[config.mk]
export PLATFORM = sky130hd
export DESIGN_NAME = spi_responder
export DESIGN_NICKNAME = d
export VERILOG_FILES = /design/src/rtl/spi_responder.sv
export SDC_FILE = /design/constraint.sdc
export NUM_CORES = 1
export LEC_CHECK = 0
export CAP_MARGIN = 20
export CORE_ASPECT_RATIO = 2
export CORE_MARGIN = 5
export CORE_UTILIZATION = 61
export DETAILED_ROUTE_END_ITERATION = 8
export HOLD_SLACK_MARGIN = 0.15
export MAX_ROUTING_LAYER = met4
export PLACE_DENSITY = 0.8
export SLEW_MARGIN = 20
export SYNTH_ARGS = -nofsm -noshare
export SYNTH_HDL_FRONTEND = slang
export SYNTH_SLANG_ARGS = --single-unit
[constraint.sdc]
create_clock -name clk -period 3.65 [get_ports clk]
set_clock_uncertainty 0.15 [all_clocks]
set_input_delay 0.73 -clock clk [delete_from_list [all_inputs] [get_ports clk]]
set_output_delay 0.73 -clock clk [all_outputs]
set_load 0.01 [all_outputs]
[src/rtl/spi_responder.sv]
// SPI mode-3 register-device model sharing clk with the initiator: 16-bit R/W frames, local load port.
// Optional macro SPI_RESPONDER_AUTOINC_EN enables multi-byte bursts at incrementing addresses.
module spi_responder #(
  parameter int         ADDR_BITS = 4,
  parameter logic [7:0] WHO_AM_I  = 8'h33
) (
  input  logic                 clk,
  input  logic                 reset,
  input  logic                 SPC,
  input  logic                 CS,
  input  logic                 SDI,
  output logic                 SDO,
  input  logic                 load_en,
  input  logic [ADDR_BITS-1:0] load_addr,
  input  logic [7:0]           load_data,
  output logic                 wr_strobe,
  output logic [6:0]           wr_addr,
  output logic [7:0]           wr_data,
  output logic                 busy
);

  localparam int         NREGS    = 1 << ADDR_BITS;
  localparam logic [6:0] WHO_ADDR = 7'h0F;

  typedef enum logic [1:0] {IDLE, ADDR, DATA, DONE} state_t;

  state_t     state;
  logic       spc_q;
  logic [4:0] bitcnt;
  logic [6:0] hdr_sr;
  logic       rw;
  logic [6:0] addr;
  logic [6:0] data_sr;
  logic [6:0] out_sr;
  logic [7:0] regs [NREGS];

  logic       rise, fall, last_data_edge, spi_we;
  logic       rw_new;
  logic [6:0] addr_new, lookup_addr;
  logic [7:0] data_new, rd_val;

  assign rise           = SPC & ~spc_q & ~CS;
  assign fall           = ~SPC & spc_q & ~CS;
  assign rw_new         = hdr_sr[6];
  assign addr_new       = {hdr_sr[5:0], SDI};
  assign data_new       = {data_sr, SDI};
  assign last_data_edge = rise && (state == DATA) && (bitcnt == 5'd15);
  assign spi_we         = last_data_edge && !rw && ((addr >> ADDR_BITS) == 7'd0)
                          && (addr != WHO_ADDR);

  // At the end of the header the address is still being shifted in, so look it up directly;
  // during a data byte the next lookup is the following (burst) address.
  assign lookup_addr = (state == DATA) ? addr + 7'd1 : addr_new;

  always_comb begin
    rd_val = 8'h00;
    if (lookup_addr == WHO_ADDR)
      rd_val = WHO_AM_I;
    else if ((lookup_addr >> ADDR_BITS) == 7'd0)
      rd_val = regs[lookup_addr[ADDR_BITS-1:0]];
  end

  // SPI commit is placed after the local load so it wins on a same-register collision.
  always_ff @(posedge clk) begin
    if (reset) begin
      for (int i = 0; i < NREGS; i++) regs[i] <= 8'h00;
    end else begin
      if (load_en && (7'(load_addr) != WHO_ADDR))
        regs[load_addr] <= load_data;
      if (spi_we)
        regs[addr[ADDR_BITS-1:0]] <= data_new;
    end
  end

  always_ff @(posedge clk) begin
    if (reset) begin
      spc_q     <= 1'b1;
      state     <= IDLE;
      bitcnt    <= 5'd0;
      hdr_sr    <= 7'd0;
      rw        <= 1'b0;
      addr      <= 7'd0;
      data_sr   <= 7'd0;
      out_sr    <= 7'd0;
      SDO       <= 1'b0;
      wr_strobe <= 1'b0;
      wr_addr   <= 7'd0;
      wr_data   <= 8'h00;
      busy      <= 1'b0;
    end else begin
      spc_q     <= SPC;
      busy      <= ~CS;
      wr_strobe <= 1'b0;
      if (last_data_edge && !rw) begin
        wr_strobe <= 1'b1;
        wr_addr   <= addr;
        wr_data   <= data_new;
      end
      if (CS) begin
        state  <= IDLE;
        bitcnt <= 5'd0;
        SDO    <= 1'b0;
      end else begin
        case (state)
          IDLE, ADDR: begin
            state <= ADDR;
            if (rise) begin
              hdr_sr <= addr_new;
              bitcnt <= bitcnt + 5'd1;
              if (bitcnt == 5'd7) begin
                rw    <= rw_new;
                addr  <= addr_new;
                state <= DATA;
                if (rw_new) begin
                  out_sr <= rd_val[6:0];
                  SDO    <= rd_val[7];
                end
              end
            end
          end
          DATA: begin
            if (rise) begin
              data_sr <= data_new[6:0];
              if (bitcnt == 5'd15) begin
`ifdef SPI_RESPONDER_AUTOINC_EN
                addr   <= addr + 7'd1;
                bitcnt <= 5'd8;
                if (rw) begin
                  out_sr <= rd_val[6:0];
                  SDO    <= rd_val[7];
                end
`else
                state  <= DONE;
                bitcnt <= bitcnt + 5'd1;
                SDO    <= 1'b0;
`endif
              end else begin
                bitcnt <= bitcnt + 5'd1;
              end
            end else if (fall && rw) begin
              // Zero fill makes SDO fall to 0 once bit 0 has been shifted out.
              out_sr <= {out_sr[5:0], 1'b0};
              SDO    <= out_sr[6];
            end
          end
          DONE:    SDO   <= 1'b0;
          default: state <= IDLE;
        endcase
      end
    end
  end

endmodule
==> out/results.tsv <==
stage	metric	value	unit
logic_synthesis	async_flop_share	0	%
worst_setup_path	r2r_slack	310	ps
sta	tns	0	ps
logic_synthesis	yosysTopAreaCellShare	39.70	%
route	route.met2.wl	13370	microns
logic_synthesis	synth.area.top_cells	edfxtp_1 40%, nand2_1 16%, dfxtp_1 12%	
logic_synthesis	ys_ff_latch	175	
worst_setup_path	slowest_delay	650	ps
logic_synthesis	avgSynthCellArea	8.813	sq um
logic_synthesis	yosysWarnings	0	
sta	rsz0062_at_grt	no	
worst_setup_path	cp_cell_sequence	and2b_1, mux2_4, buf_4, mux4_2, nand2_1, nor4bb_1, o22ai_1	
worst_setup_path	path_buf_inv	1	
placement	numPortBuffers	35	
finish	multi_input_area	4008	sq um
sta	max_freq	0.2993	GHz
placement	place_area	9662	sq um
logic_synthesis	syn-num-nets	1054	
floorplanning	die_y	182.5	microns
cts	clockBufferDepth	2	
worst_setup_path	regToRegEndpoint	SDO	
cts	cts_tree	yes	
logic_synthesis	syn_area	9077	sq um
route	wl_per_cell	20.94	microns
global_routing	grt_pass1_vias	7693	
sta	min_period_over_period	91.53	%
finish	regArea	4705	sq um
power_and_ir_drop	p_leak	3.312	nW
worst_setup_path	path_max_fanout	40	
cts	cts_resized	0	
logic_synthesis	synth-main-ff-cell	edfxtp_1	
sta	final-setup-viol-count	0	
floorplanning	num_rows	63	
worst_setup_path	crit_path_top_delay_cell	mux2_4	
finish	nFillCells	1126	
cts	cts_sinks	175	
route	vias	7908	
global_routing	grt_use_total	32.59	%
finish	area_growth	12.76	%
sta	worstMarginPinSlew	1113	ps
worst_setup_path	endpoint	SDO	
cts	htreeDepth	4	
run_status	status	completed	
placement	place.detailed.hpwl	18310	microns
route	drtIter0Drc	767	
worst_setup_path	worst_path_dominant_cell_family	simple AND/OR/NAND/NOR gates	
cts	cts_hold_buffers	0	
power_and_ir_drop	powerDensity	414.8	nW/um^2
power_and_ir_drop	vdd_drop_max	0.3821	mV
floorplanning	io_pins	36	
route	wirelength	26440	microns
global_routing	grt_start_max_net_pins	61	
worst_setup_path	arrival	3470	ps
worst_setup_path	reg2regPathDepth	7	
global_routing	antenna_found_initial	0	
route	drt-met1-wl	8498	microns
floorplanning	die-area	17570	sq um
worst_setup_path	startpoint	state[1]	
route	viasPerCell	6.261	
finish	antenna_cells	0	
cts	clk_latency	440	ps
worst_setup_path	start_kind	register	
route	antenna_left	0	
logic_synthesis	postSynthCellCount	1030	
route	top_layer_used	met4	
placement	gp_congestion	0.9282	
worst_setup_path	crit_type	reg2reg	
global_routing	grt_pass1_wl	40950	microns
sta	relSlewSlack	25.72	%
logic_synthesis	ys_seq_area_share	51.83	%
cts	clk_pin_slew	70	ps
sta	final-hold-violation-count	0	
cts	clockRootBuffer	clkbuf_16	
run	max_cap_violations	0	
finish	drive_gt1_share	10.39	%
finish	design_area	10240	sq um
worst_setup_path	path_depth	7	
floorplanning	coreArea	14740	sq um
cts	cts_buffers	17	
logic_synthesis	ys_types	66	
worst_hold_path	hp-class	reg2reg	
global_routing	grt.overflow.total	0	
route	dr_wl_met3	2217	microns
logic_synthesis	synth-edff-count	120	
worst_setup_path	reg2reg_from	state[1]	
finish	num-nets-final	1079	
logic_synthesis	yosysTopAreaCell	edfxtp_1	
floorplanning	die_x	96.26	microns
worst_setup_path	critical_path_required	3780	ps
floorplanning	start_util	61.58	%
route	drc_errors	0	
worst_setup_path	end_kind	register	
sta	min_period	3341	ps
sta	report.final.slew_viol_count	0	
route	first_pass_iters	6	
cts	cts_setup_buffers	0	
==> placed cells by master (no fill, tap or decap), types with 3 or more instances in the layout <==
master           netlist  final
a211oi_1               3      3
a21oi_1               56     56
a22oi_1                5      5
a31oi_1                8      8
and3_1                 7      7
buf_4                  1     46
clkbuf_16              0     17
clkdlybuf4s50_1        0     34
clkinvlp_4             0      8
dfxtp_1               55     55
edfxtp_1             120    120
ha_1                   6      6
inv_1                  4      4
mux2_2                 4      4
mux2i_1               13     13
mux4_2                 9      9
nand2_1              387    387
nand2b_1               6      6
nand3_1               11     11
nand3b_1               3      3
nand4_1                5      5
nor2_1                41     41
nor3_1                 9      9
nor3_2                 4      4
o21ai_0              123    123
or3_1                 19     19
or4_1                  3      3
xor2_1                 3      3
==> worst min path at each step <==
stage,startpoint,to,depth (start not counted)
final,wr_addr[6],wr_addr[6],2
after floorplan,out_sr[0],out_sr[0],2
after CTS,wr_addr[6],wr_addr[6],2
after detailed placement,wr_addr[6],wr_addr[6],2
after global placement,wr_addr[3],wr_addr[3],2
after global routing,wr_data[5],wr_data[5],2
==> tightest hold or removal path, stage by stage (launching register included) <==
cell and delay (ps):
dfxtp_1 310, nand2_1 50, a21oi_1 50
==> kinds of logic (layout without fill, tap and decap cells) <==
family | Yosys count | after routing | synth area share [%]
adders and majority gates | 6 | 6 | 0.8270
buffers and inverters | 79 | 117 | 4.025
xor gates and xnor gates | 5 | 5 | 0.4825
AOI/OAI and AO/OA | 218 | 218 | 13.56
and+or+nand+nor | 517 | 517 | 24.38
DFF | 175 | 175 | 51.83
muxes | 30 | 30 | 4.893
==> per-stage QoR <==
stage / cells / hold slack (ps) / utilization [%] / power [W] / worst slack, ps
floorplan: 1030 / 274.9 / - / 0.002394 / 894.1
global route: 1263 / 322.6 / 69.44 / 0.004347 / 252.4
global placement: 1231 / 290.8 / 65.55 / 0.002498 / 251.5
finish: 1263 / 304.8 / 69.44 / 0.004246 / 309.0
CTS: 1263 / 309.7 / 69.44 / 0.004241 / 374.2
detailed placement: 1231 / 300.8 / 65.55 / 0.002504 / 194.9
==> Yosys cell counts (8+ instances only) <==
| library cell | n |
|---|---|
| nand2_1 | 387 |
| o21ai_0 | 123 |
| edfxtp_1 | 120 |
| a21oi_1 | 56 |
| dfxtp_1 | 55 |
| clkbuf_1 | 52 |
| nor2_1 | 41 |
| or3_1 | 19 |
| buf_2 | 15 |
| mux2i_1 | 13 |
| nand3_1 | 11 |
| mux4_2 | 9 |
| nor3_1 | 9 |
| a31oi_1 | 8 |
==> power by group <==
part	switching [W]	internal [W]
clock network	0.000767	0.00101
logic	0.000162	0.0000806
registers	0.0000333	0.00220
==> metal layers <==
layer | up-vias | GRT usage, %
li1 | 3617 | -
met1 | 3654 | 33.82
met2 | 480 | 52.40
met3 | 157 | 6.601
met4 | 0 | 25.20
met5 | - | -
==> layout make-up <==
class                   count  share of cell area, %
inverters                   4                 0.1467
well taps                 195                  2.384
clock buffers              19                  4.229
repair buffers             81                  6.747
clock inverters            13                  1.381
multi-input cells         776                  39.15
flip-flops and latches    175                  45.96
==> sequential cells by signal (all words and copies together) (netlist names) <==
register   cells
bitcnt         5
spc_q          1
hdr_sr         7
regs         120
rw             1
wr_addr        7
busy           1
out_sr         7
addr           7
SDO            1
wr_strobe      1
data_sr        7
state          2
wr_data        8
No activity file was read; power rests on OpenSTA's default activity.
